## src/rtl/instruction_fetch.sv

```systemverilog
// Instruction fetch stage: owns the PC, reads the combinational program memory and hands
// instructions to the decoder over valid/ready, with PC-relative branch redirects.
module instruction_fetch #(
  parameter int ADDR_W   = 5,
  parameter int DATA_W   = 16,
  parameter int END_ADDR = 31
) (
  input  logic                     clk,
  input  logic                     rst,
  input  logic                     start,
  output logic [ADDR_W-1:0]        pm_addr,
  input  logic [DATA_W-1:0]        pm_data,
  output logic [DATA_W-1:0]        instr,
  output logic [ADDR_W-1:0]        instr_pc,
  output logic                     instr_valid,
  input  logic                     instr_ready,
  input  logic                     br_taken,
  input  logic [ADDR_W-1:0]        br_pc,
  input  logic signed [10:0]       br_offset,
  output logic                     halted
);

  localparam int SUM_W = ((ADDR_W > 11) ? ADDR_W : 11) + 1;

  typedef enum logic [1:0] {IDLE, FETCH, HALT} state_t;

  state_t              state_q, state_d;
  logic [ADDR_W-1:0]   pc_q, pc_d;
  logic [ADDR_W-1:0]   instr_pc_q, instr_pc_d;
  logic [DATA_W-1:0]   instr_q, instr_d;
  logic                instr_valid_q, instr_valid_d;
  logic                halted_q, halted_d;
  logic [ADDR_W-1:0]   br_target;

  // Target is relative to the instruction after the branch; wraps modulo the PC width.
  function automatic logic [ADDR_W-1:0] branch_target(input logic [ADDR_W-1:0] pc,
                                                      input logic signed [10:0] off);
    logic signed [SUM_W-1:0] base;
    logic signed [SUM_W-1:0] ext;
    logic signed [SUM_W-1:0] sum;
    base = $signed({{(SUM_W-ADDR_W){1'b0}}, pc});
    ext  = $signed({{(SUM_W-11){off[10]}}, off});
    sum  = base + ext + $signed(SUM_W'(1));
    return sum[ADDR_W-1:0];
  endfunction

  assign br_target = branch_target(br_pc, br_offset);

  always_comb begin
    state_d       = state_q;
    pc_d          = pc_q;
    instr_d       = instr_q;
    instr_pc_d    = instr_pc_q;
    instr_valid_d = instr_valid_q;
    case (state_q)
      IDLE: begin
        if (start) begin
          pc_d    = '0;
          state_d = FETCH;
        end
      end
      FETCH: begin
        if (br_taken) begin
          pc_d          = br_target;
          instr_valid_d = 1'b0;
        end else if (!instr_valid_q || instr_ready) begin
          instr_d       = pm_data;
          instr_pc_d    = pc_q;
          instr_valid_d = 1'b1;
          pc_d          = pc_q + ADDR_W'(1);
          if (pc_q == ADDR_W'(END_ADDR)) state_d = HALT;
        end
      end
      HALT: begin
        if (br_taken) begin
          pc_d          = br_target;
          instr_valid_d = 1'b0;
          state_d       = FETCH;
        end else if (instr_valid_q && instr_ready) begin
          instr_valid_d = 1'b0;
        end
      end
      default: state_d = IDLE;
    endcase
    halted_d = (state_d == HALT);
  end

  always_ff @(posedge clk or posedge rst) begin
    if (rst) begin
      state_q       <= IDLE;
      pc_q          <= '0;
      instr_q       <= '0;
      instr_pc_q    <= '0;
      instr_valid_q <= 1'b0;
      halted_q      <= 1'b0;
    end else begin
      state_q       <= state_d;
      pc_q          <= pc_d;
      instr_q       <= instr_d;
      instr_pc_q    <= instr_pc_d;
      instr_valid_q <= instr_valid_d;
      halted_q      <= halted_d;
    end
  end

  assign pm_addr     = pc_q;
  assign instr       = instr_q;
  assign instr_pc    = instr_pc_q;
  assign instr_valid = instr_valid_q;
  assign halted      = halted_q;

endmodule
```

## config.mk

```make
export PLATFORM = sky130hd
export DESIGN_NAME = instruction_fetch
export DESIGN_NICKNAME = d
export VERILOG_FILES = /design/src/rtl/instruction_fetch.sv
export SDC_FILE = /design/constraint.sdc
export NUM_CORES = 1
export LEC_CHECK = 0
export ABC_AREA = 1
export CAP_MARGIN = 20
export CORE_ASPECT_RATIO = 0.5
export CORE_MARGIN = 1.5
export CORE_UTILIZATION = 30
export DETAILED_ROUTE_END_ITERATION = 10
export PLACE_DENSITY = 0.67
export SKIP_LAST_GASP = 1
export SLEW_MARGIN = 20
export SYNTH_ARGS = -nofsm -noshare
export SYNTH_HDL_FRONTEND = slang
export SYNTH_SLANG_ARGS = --single-unit
```

## constraint.sdc

```tcl
create_clock -name clk -period 1.8 [get_ports clk]
set_input_delay 0.36 -clock clk [delete_from_list [all_inputs] [get_ports clk]]
set_output_delay 0.36 -clock clk [all_outputs]
set_load 0.01 [all_outputs]
```

==> out/results.txt, run 1 <==
status -> finished clean
routed wl met3 -> 111 um
period utilization -> 0.9744
Startpoint Class -> input port
clock slew at reported path FFs -> 0.06 ns
worst-path cell chain -> clkdlybuf4s50_1, inv_1, ha_2, fa_2, buf_6, xor2_1, o22ai_1, nand2_1, o21ai_1
reg-to-reg critical path startpoint -> state_q[0]$_DFF_PP0_
PortBufs -> 58
largest net degree at the start of global routing -> 31
clk_skew -> 0.001428 ns
PD cells -> 1353 nW/um^2
1st-pass router iterations -> 4
initial antenna violation count -> 0
first-pass GRT wire length -> 5478 um
CP Capture Type -> flop
vias in the first global route -> 1215
die footprint -> 5882 sq um
CP peak stage delay -> 0.46 ns
worst vdd ir -> 0.0004384 V
Final GP Congestion -> 0.8471
cell count after synthesis -> 162
WP buf/inv -> 3
Setup-failing EPs final -> 0
CTS tree -> built
syn nets -> 211
Area growth syn-to-layout -> 51.62%
Die X -> 107.0 um
post-layout min period -> 1.754 ns
Placed Area -> 2350 sq um
commonest non-fill, non-tap cell in the layout -> clkdlybuf4s50_1
synthesized flop and latch total -> 30
commonest non-fill, non-tap cells in the layout -> clkdlybuf4s50_1 (57), nand2_1 (31), dfrtp_1 (29)
Crit-path slowest cell -> clkdlybuf4s50_1
Yosys cell types -> 24
Ys Warns -> 0
Final Non-Filler Cells -> 307
Max-Cap Viols -> 0
flop-to-flop setup slack -> 0.16 ns
H-tree depth -> 2
crit-path leading delay family -> buffers and inverters
drt via density -> 4.287
DR WL met2 -> 1775 um
row count -> 18
Num CTS Buffers -> 5
M1 wire length -> 1629 um
CP Depth -> 9
DRC Markers -> 0
Die H -> 54.99 um
# nets final -> 286
CP arrival -> 1.92 ns
synthesized cell area -> 1622 sq um
crit-path max FO -> 2
latest clock arrival within the worst-skew pair -> 0.27 ns
num ports -> 65
Seq/Total Area, Yosys -> 0.4630
Finished Core Util -> 0.4852
Antenna Cells -> 0
final hold viol count -> 0
Top Metal Used -> met4
fmax -> 570.1 MHz
crit path kind -> in2reg
WL/cell -> 11.63 um
Bufs on Longest Clock Path -> 2
Antenna Nets Post-Route -> 0
setup_tns -> 0 ns
reg-to-reg endpoint -> instr[14]$_DFFE_PP0P_
Synth Area per Inst -> 10.01 sq um
Pleak -> 1.193 nW
max_slew headroom -> 0.7401
required time of the worst setup path -> 1.97 ns
Slew @ Worst Pin -> 0.3898 ns
CTS Sinks -> 30
Slew Viols, Final -> 0
core area -> 5067 sq um
post-route cell area -> 2459 sq um
DRT iter0 DRCs -> 26
Reg2Reg Depth -> 5
clock root buffer -> clkbuf_8
Vias -> 1316
Tot GR Track Use -> 0.1237
Starting Density -> 0.3200
remaining global-route overflow -> 0
final WL -> 3569 um
DP Wirelength -> 2696 um
number of placed cells counting well taps -> 299
Overall Power -> 3.327 mW
worst hold path class -> in2async
share of layout cells above drive strength 1 -> 0.1857
-- report_power, final --
| part | total, mW | switching, mW | internal (mW) | leakage (nW) |
|---|---|---|---|---|
| sequential | 1.16 | 0.192 | 0.970 | 0.373 |
| combinational | 1.67 | 0.682 | 0.985 | 0.782 |
| clock | 0.498 | 0.232 | 0.265 | 0.0383 |
-- area by class of cell --
type,count,area [sq um]
fillers,476,2609
multi-input cells,105,770.7
flip-flops and latches,30,752.0
repair buffers,70,676.9
inverters,25,95.09
well taps,70,87.58
clock buffers,7,76.32
-- flip-flops by register name, summed over array words and instances (netlist names) --
register and flops:
instr 16, instr_pc 5, pm_addr 5, state_q 2, halted 1, instr_valid 1
-- synthesized netlist by cell type --
library cell | instances | area (sq um)
mux2_4 | 12 | 180.2
o21ai_1 | 1 | 5.000
nand2_2 | 1 | 6.260
o22ai_1 | 2 | 12.51
xor2_1 | 2 | 17.52
inv_2 | 1 | 3.750
a21oi_1 | 4 | 20.02
fa_1 | 1 | 20.02
clkinv_2 | 1 | 5.000
nor2_1 | 8 | 30.03
nand2_1 | 31 | 116.4
o211ai_1 | 1 | 7.510
xnor2_1 | 1 | 8.760
ha_1 | 11 | 137.6
inv_1 | 23 | 86.33
o21ai_0 | 10 | 50.05
mux2_2 | 5 | 56.30
nand3_1 | 11 | 55.05
buf_6 | 2 | 22.52
a31oi_1 | 1 | 6.260
dfrtp_1 | 30 | 750.7
or2_2 | 1 | 6.260
nor2_2 | 1 | 6.260
nand2_4 | 1 | 11.26
-- routing by layer --
| layer | vias up | track usage |
|---|---|---|
| li1 | 671 | - |
| met1 | 618 | 0.1472 |
| met2 | 22 | 0.2137 |
| met3 | 5 | 0.03044 |
| met4 | 0 | 0.07111 |
| met5 | - | 0 |
-- metrics by stage --
stage	hold slack (ns)	setup slack, ns
floorplan	0.4508	0.2119
global placement	0.4673	-0.3036
detailed placement	0.4761	-0.3239
CTS	0.4796	0.009838
global route	0.4952	-0.04119
finish	0.4604	0.04601
-- worst max-delay path by stage --
stage	startpoint	end	slack [ns]
after floorplan	state_q[1]$_DFF_PP0_	instr[10]$_DFFE_PP0P_	0.21
after global placement	br_pc[0]	pm_addr[4]$_DFFE_PP0P_	-0.30
after detailed placement	br_pc[0]	pm_addr[4]$_DFFE_PP0P_	-0.32
after CTS	br_pc[0]	pm_addr[2]$_DFFE_PP0P_	0.01
after global routing	br_pc[0]	pm_addr[2]$_DFFE_PP0P_	-0.04
final	br_pc[0]	pm_addr[2]$_DFFE_PP0P_	0.05
-- timing repair --
item                                    in CTS  in global routing
buffers inserted                             0                  1
endpoints found under the hold margin        0                  0
hold buffers                                 0                  0
endpoints found under the setup margin       1                  9
gates resized for setup                      1                  8
pin swaps                                    0                  4
-- kinds of logic (layout without fill, tap and decap cells) --
group           count (synthesis)  count (layout)  share of synthesized area
simple gates                   54              54                     0.1428
flops                          30              30                     0.4630
buf+inv                        27             102                    0.07252
xor+xnor                        3               3                    0.01621
mux                            17              17                     0.1458
compound gates                 19              19                    0.06250
fa+ha+maj                      12              12                    0.09722
-- worst reg2reg max path: stages (launching register included) --
cell and delay (ns):
dfrtp_2 0.44, ha_1 0.29, nand2_2 0.13, clkinv_2 0.11, nand2_8 0.18, mux2_2 0.36
Note: power is estimated with default switching activity, not from simulation.
==> run 2: changes to the inputs <==
- CORE_UTILIZATION: 30 -> 43
- PLACE_DENSITY: 0.67 -> 0.88
==> out/results.txt, run 2 (same netlist as run 1, synthesis figures left out) <==
Area growth syn-to-layout -> 54.78%
setup_tns -> 0 ns
Reg area -> 750.7 sq um
drt via density -> 5.115
initial antenna violation count -> 0
Largest register FFs -> 16
Final Non-Filler Cells -> 288
max_slew headroom -> 0.7437
required time of the worst setup path -> 1.99 ns
status -> finished clean
Final GP Congestion -> 0.8779
Antenna Cells -> 0
Setup-failing EPs final -> 0
vias in the first global route -> 1331
H-tree depth -> 2
DRT iter0 DRCs -> 129
post-route cell area -> 2510 sq um
worst vdd ir -> 0.0005059 V
CP arrival -> 1.93 ns
Starting Density -> 0.4596
Num CTS Buffers -> 5
Die X -> 89.85 um
CTS tree -> built
core area -> 3528 sq um
final hold viol count -> 0
# nets final -> 285
Finished Core Util -> 0.7113
worst hold path class -> in2async
WHS -> 0.4472 ns
die footprint -> 4171 sq um
CTS Sinks -> 30
row count -> 15
CP Capture Type -> flop
post-layout min period -> 1.744 ns
crit path kind -> reg2reg
Die H -> 46.43 um
Slew @ Worst Pin -> 0.3845 ns
crit-path max FO -> 6
clk_skew -> 0.003264 ns
commonest non-fill, non-tap cell in the layout -> clkdlybuf4s50_1
Tot GR Track Use -> 0.1949
largest net degree at the start of global routing -> 31
clock slew at reported path FFs -> 0.07 ns
PortBufs -> 58
clock root buffer -> clkbuf_8
Placed Area -> 2318 sq um
DRC Markers -> 0
final WL -> 4421 um
DP Wirelength -> 2818 um
Pleak -> 1.232 nW
first-pass GRT wire length -> 6182 um
commonest non-fill, non-tap cells in the layout -> clkdlybuf4s50_1 (56), nand2_1 (31), dfrtp_1 (30)
fmax -> 573.5 MHz
hold-fix buffer count after cts -> 0
period utilization -> 0.9687
latest clock arrival within the worst-skew pair -> 0.29 ns
Slew Viols, Final -> 0
remaining global-route overflow -> 0
fill count -> 250
PD cells -> 1513 nW/um^2
Vias -> 1473
number of placed cells counting well taps -> 279
Antenna Nets Post-Route -> 0
multi-input gate area in the final layout -> 785.8 sq um
WL/cell -> 15.35 um
share of layout cells above drive strength 1 -> 0.1983
1st-pass router iterations -> 4
Bufs on Longest Clock Path -> 2
Startpoint Class -> flop
Max-Cap Viols -> 0
num ports -> 65
==> run 2: final timing paths <==
kind | startpoint | end | cells past startpoint | slack (ns)
max | state_q[0]$_DFF_PP0_ | pm_addr[0]$_DFFE_PP0P_ | 8 | 0.06
min | rst | instr[0]$_DFFE_PP0P_ | 3 | 0.45
max reg2reg | state_q[0]$_DFF_PP0_ | pm_addr[0]$_DFFE_PP0P_ | 8 | 0.06
min reg2reg | instr_pc[0]$_DFFE_PP0P_ | instr_pc[0]$_DFFE_PP0P_ | 2 | 0.50
max in group asynchronous | rst | instr_pc[1]$_DFFE_PP0P_ | 3 | 1.07
min in group clk | instr_pc[0]$_DFFE_PP0P_ | instr_pc[0]$_DFFE_PP0P_ | 2 | 0.50
==> run 2: layout make-up <==
class,count,area share
sequential,30,0.2991
multi-input combinational,105,0.3131
clock inverter,2,0.02393
clock buffer,6,0.03290
timing repair buffer,69,0.2677
tap,51,0.02542
inverter,25,0.03789
==> run 2: metrics by stage <==
stage / setup WS [ns] / total power [mW]
CTS: 0.004715 / 3.719
global route: -0.003684 / 3.964
global placement: -0.2724 / 2.752
detailed placement: -0.3885 / 2.833
finish: 0.05627 / 3.798
floorplan: 0.2119 / 2.018
==> run 2: per-layer routing <==
| metal | vias up | track usage | wire, um |
|---|---|---|---|
| met5 | - | 0 | 0 |
| met4 | 0 | 0.1016 | 157 |
| met3 | 24 | 0.04620 | 304 |
| met2 | 81 | 0.3710 | 2250 |
| met1 | 700 | 0.2156 | 1709 |
| li1 | 668 | - | - |
==> run 2: what timing repair did <==
item | 4_1_cts | 5_1_grt
buffers inserted | 0 | 1
pin swaps | 2 | 3
gates resized for setup | 3 | 10
endpoints found under the setup margin | 2 | 9
==> run 2: where the power goes <==
group | switching (mW) | internal [mW]
Clock | 0.271 | 0.590
Combinational | 0.764 | 0.991
Sequential | 0.215 | 0.967
==> run 2: worst max-delay path, cell delays in order (launching register included) <==
cell and delay, ns:
dfrtp_1 0.45, inv_1 0.14, ha_1 0.25, nand2_1 0.11
o21ai_1 0.12, inv_1 0.06, nand2_1 0.19, inv_1 0.11
o21ai_0 0.22
==> run 3: changes to the inputs <==
- ABC_AREA: 1 -> not set
- CELL_PAD_IN_SITES_DETAIL_PLACEMENT: not set -> 1
- CELL_PAD_IN_SITES_GLOBAL_PLACEMENT: not set -> 1
- CORE_UTILIZATION: 43 -> 34
- PLACE_DENSITY: 0.88 -> 0.89
==> out/results.txt, run 3 <==
period utilization -> 0.9836
Post-synth EDFFs -> 0
die footprint -> 5468 sq um
Final WS setup -> 0.02953 ns
post-synthesis simple-gate area fraction -> 0.1212
Pleak -> 1.177 nW
RSZ-0062 raised after global routing -> no
crit-path max FO -> 4
Vias -> 1456
Antenna Cells -> 0
Ys Warns -> 0
commonest non-fill, non-tap cells in the layout -> clkdlybuf4s50_1 (52), dfrtp_1 (28), mux2_2 (21)
syn nets -> 189
Max-Cap Viols -> 0
Async SR Flop Fraction -> 1.000
largest net degree at the start of global routing -> 25
Die H -> 53.04 um
Bufs on Longest Clock Path -> 2
required time of the worst setup path -> 1.44 ns
1st-pass router iterations -> 4
Startpoint Class -> flop
share of layout cells above drive strength 1 -> 0.3394
clock slew at reported path FFs -> 0.07 ns
crit path kind -> reg2out
Switch Pwr -> 1.304 mW
Die X -> 103.1 um
Sw Share -> 0.3309
CP arrival -> 1.41 ns
largest family of logic cells by synthesized area -> multiplexers
Synth Area in Adders -> 0.09258
mux contribution to synthesized area -> 0.1506
fmax -> 564.8 MHz
CP Capture Type -> output port
Synth Area in XOR/XNOR -> 0.01029
Compound-Gate Fraction of Synth Area -> 0.1190
Slew @ Worst Pin -> 0.3654 ns
row count -> 17
Starting Density -> 0.3706
num ports -> 65
clock root buffer -> clkbuf_8
max_slew headroom -> 0.7561
Final GP Congestion -> 0.8524
latest clock arrival within the worst-skew pair -> 0.28 ns
vias in the first global route -> 1640
PD cells -> 1462 nW/um^2
first-pass GRT wire length -> 8769 um
Yosys cell types -> 40
combinational share of power -> 0.482
clk_skew -> 0.006045 ns
DP Wirelength -> 3849 um
final hold viol count -> 0
Area growth syn-to-layout -> 58.27%
WL/cell -> 20.32 um
H-tree depth -> 2
Slew Viols, Final -> 0
Largest register FFs -> 16
Synth Area per Inst -> 12.16 sq um
DRC Markers -> 0
final WL -> 5771 um
core area -> 4594 sq um
worst hold path class -> in2async
initial antenna violation count -> 0
area share of the largest cell type after synthesis -> 0.4409
Synth area leader -> dfrtp_1
Seq/Total Area, Yosys -> 0.4409
Antenna Nets Post-Route -> 0
Clock Power Share -> 0.218
DP Worst Slack -> -0.6029 ns
status -> finished clean
Seq pwr share -> 0.299
Overall Power -> 3.941 mW
Pint -> 2.637 mW
most frequent cells after synthesis -> dfrtp_1 (30), mux2_2 (21), inv_1 (14)
commonest non-fill, non-tap cell in the layout -> clkdlybuf4s50_1
cell count after synthesis -> 140
count leader, synth -> dfrtp_1
synthesized flop and latch total -> 30
worst vdd ir -> 0.0007591 V
drt via density -> 5.127
post-layout min period -> 1.770 ns
synth top area cells -> dfrtp_1 (44%), mux2_2 (14%), ha_1 (8.1%)
DRT iter0 DRCs -> 47
Setup-failing EPs final -> 0
# nets final -> 266
remaining global-route overflow -> 0
PortBufs -> 58
Primary FF master, synth -> dfrtp_1
CTS tree -> built
synthesized cell area -> 1703 sq um
Num CTS Buffers -> 5
CTS Sinks -> 30
hold-fix buffer count after cts -> 0
Tot GR Track Use -> 0.2254
run 3: changes by cell type after synthesis, sizes merged, moves of 3 or more:
cell	before	now
o21ai	11	4
nor2	9	1
nand3	11	1
nand2	33	9
nand2b	0	3
inv	24	14
mux2	17	21
nor2b	0	4
run 3: kinds of logic (layout without fill, tap and decap cells):
group	Yosys count	after routing
DFF	30	30
buffers and inverters	19	97
muxes	23	23
xor gates and xnor gates	2	2
AOI/OAI and AO/OA	27	27
and+or+nand+nor	27	27
adders and majority gates	12	12
run 3: area by class of cell:
type / instances / area, sq um
fill: 461 / 1899
clock inverter: 2 / 60.06
inverter: 14 / 52.55
sequential: 30 / 753.2
multi-input combinational: 91 / 927.1
tap: 66 / 82.58
timing repair buffer: 75 / 737.0
clock buffer: 6 / 82.58
run 3: final timing paths:
path	start	to	slack [ns]	cells past startpoint
max	pm_addr[3]$_DFFE_PP0P_	pm_addr[3]	0.03	2
min	rst	pm_addr[2]$_DFFE_PP0P_	0.40	2
max reg2reg	pm_addr[0]$_DFFE_PP0P_	pm_addr[4]$_DFFE_PP0P_	0.03	5
min reg2reg	instr[15]$_DFFE_PP0P_	instr[15]$_DFFE_PP0P_	0.51	1
max in group asynchronous	rst	pm_addr[0]$_DFFE_PP0P_	0.94	3
min in group clk	instr[15]$_DFFE_PP0P_	instr[15]$_DFFE_PP0P_	0.51	1
run 3: stage by stage:
stage | instances | util | hold WS [ns] | cell area (sq um) | TNS (ns)
after floorplan | 140 | - | 0.4507 | 1707 | 0
after global placement | 274 | 0.5330 | 0.4878 | 2449 | -3.444
after detailed placement | 274 | 0.5330 | 0.4942 | 2449 | -4.501
after CTS | 283 | 0.5782 | 0.3723 | 2656 | -0.05529
after global routing | 284 | 0.5866 | 0.4161 | 2695 | 0
final | 284 | 0.5866 | 0.4020 | 2695 | 0
run 3: critical path, stage by stage, from the launching register on:
cell             delay, ns
dfrtp_1               0.41
buf_4                 0.17
clkdlybuf4s50_1       0.55
run 3: metal layers:
layer  GRT usage  routed length (um)  up-vias
li1            -                   -      648
met1      0.2398                2256      738
met2      0.4331                3062       56
met3     0.05284                 309       14
met4     0.09910                 142        0
met5           0                   0        -
run 3: timing repair:
action | in CTS | in global routing
hold endpoints to repair | 0 | 0
pin swaps | 6 | 4
setup endpoints to repair | 25 | 25
setup buffers | 1 | 1
gates resized for setup | 16 | 10
run 3: power groups by stage:
stage	sequential, mW	combinational, mW	clock (mW)
6_report	1.18	1.90	0.860
5_1_grt	1.21	2.03	0.909
4_1_cts	1.17	1.87	0.870
3_5_place_dp	1.17	1.81	0
3_3_place_gp	1.13	1.70	0
2_1_floorplan	1.28	0.743	0
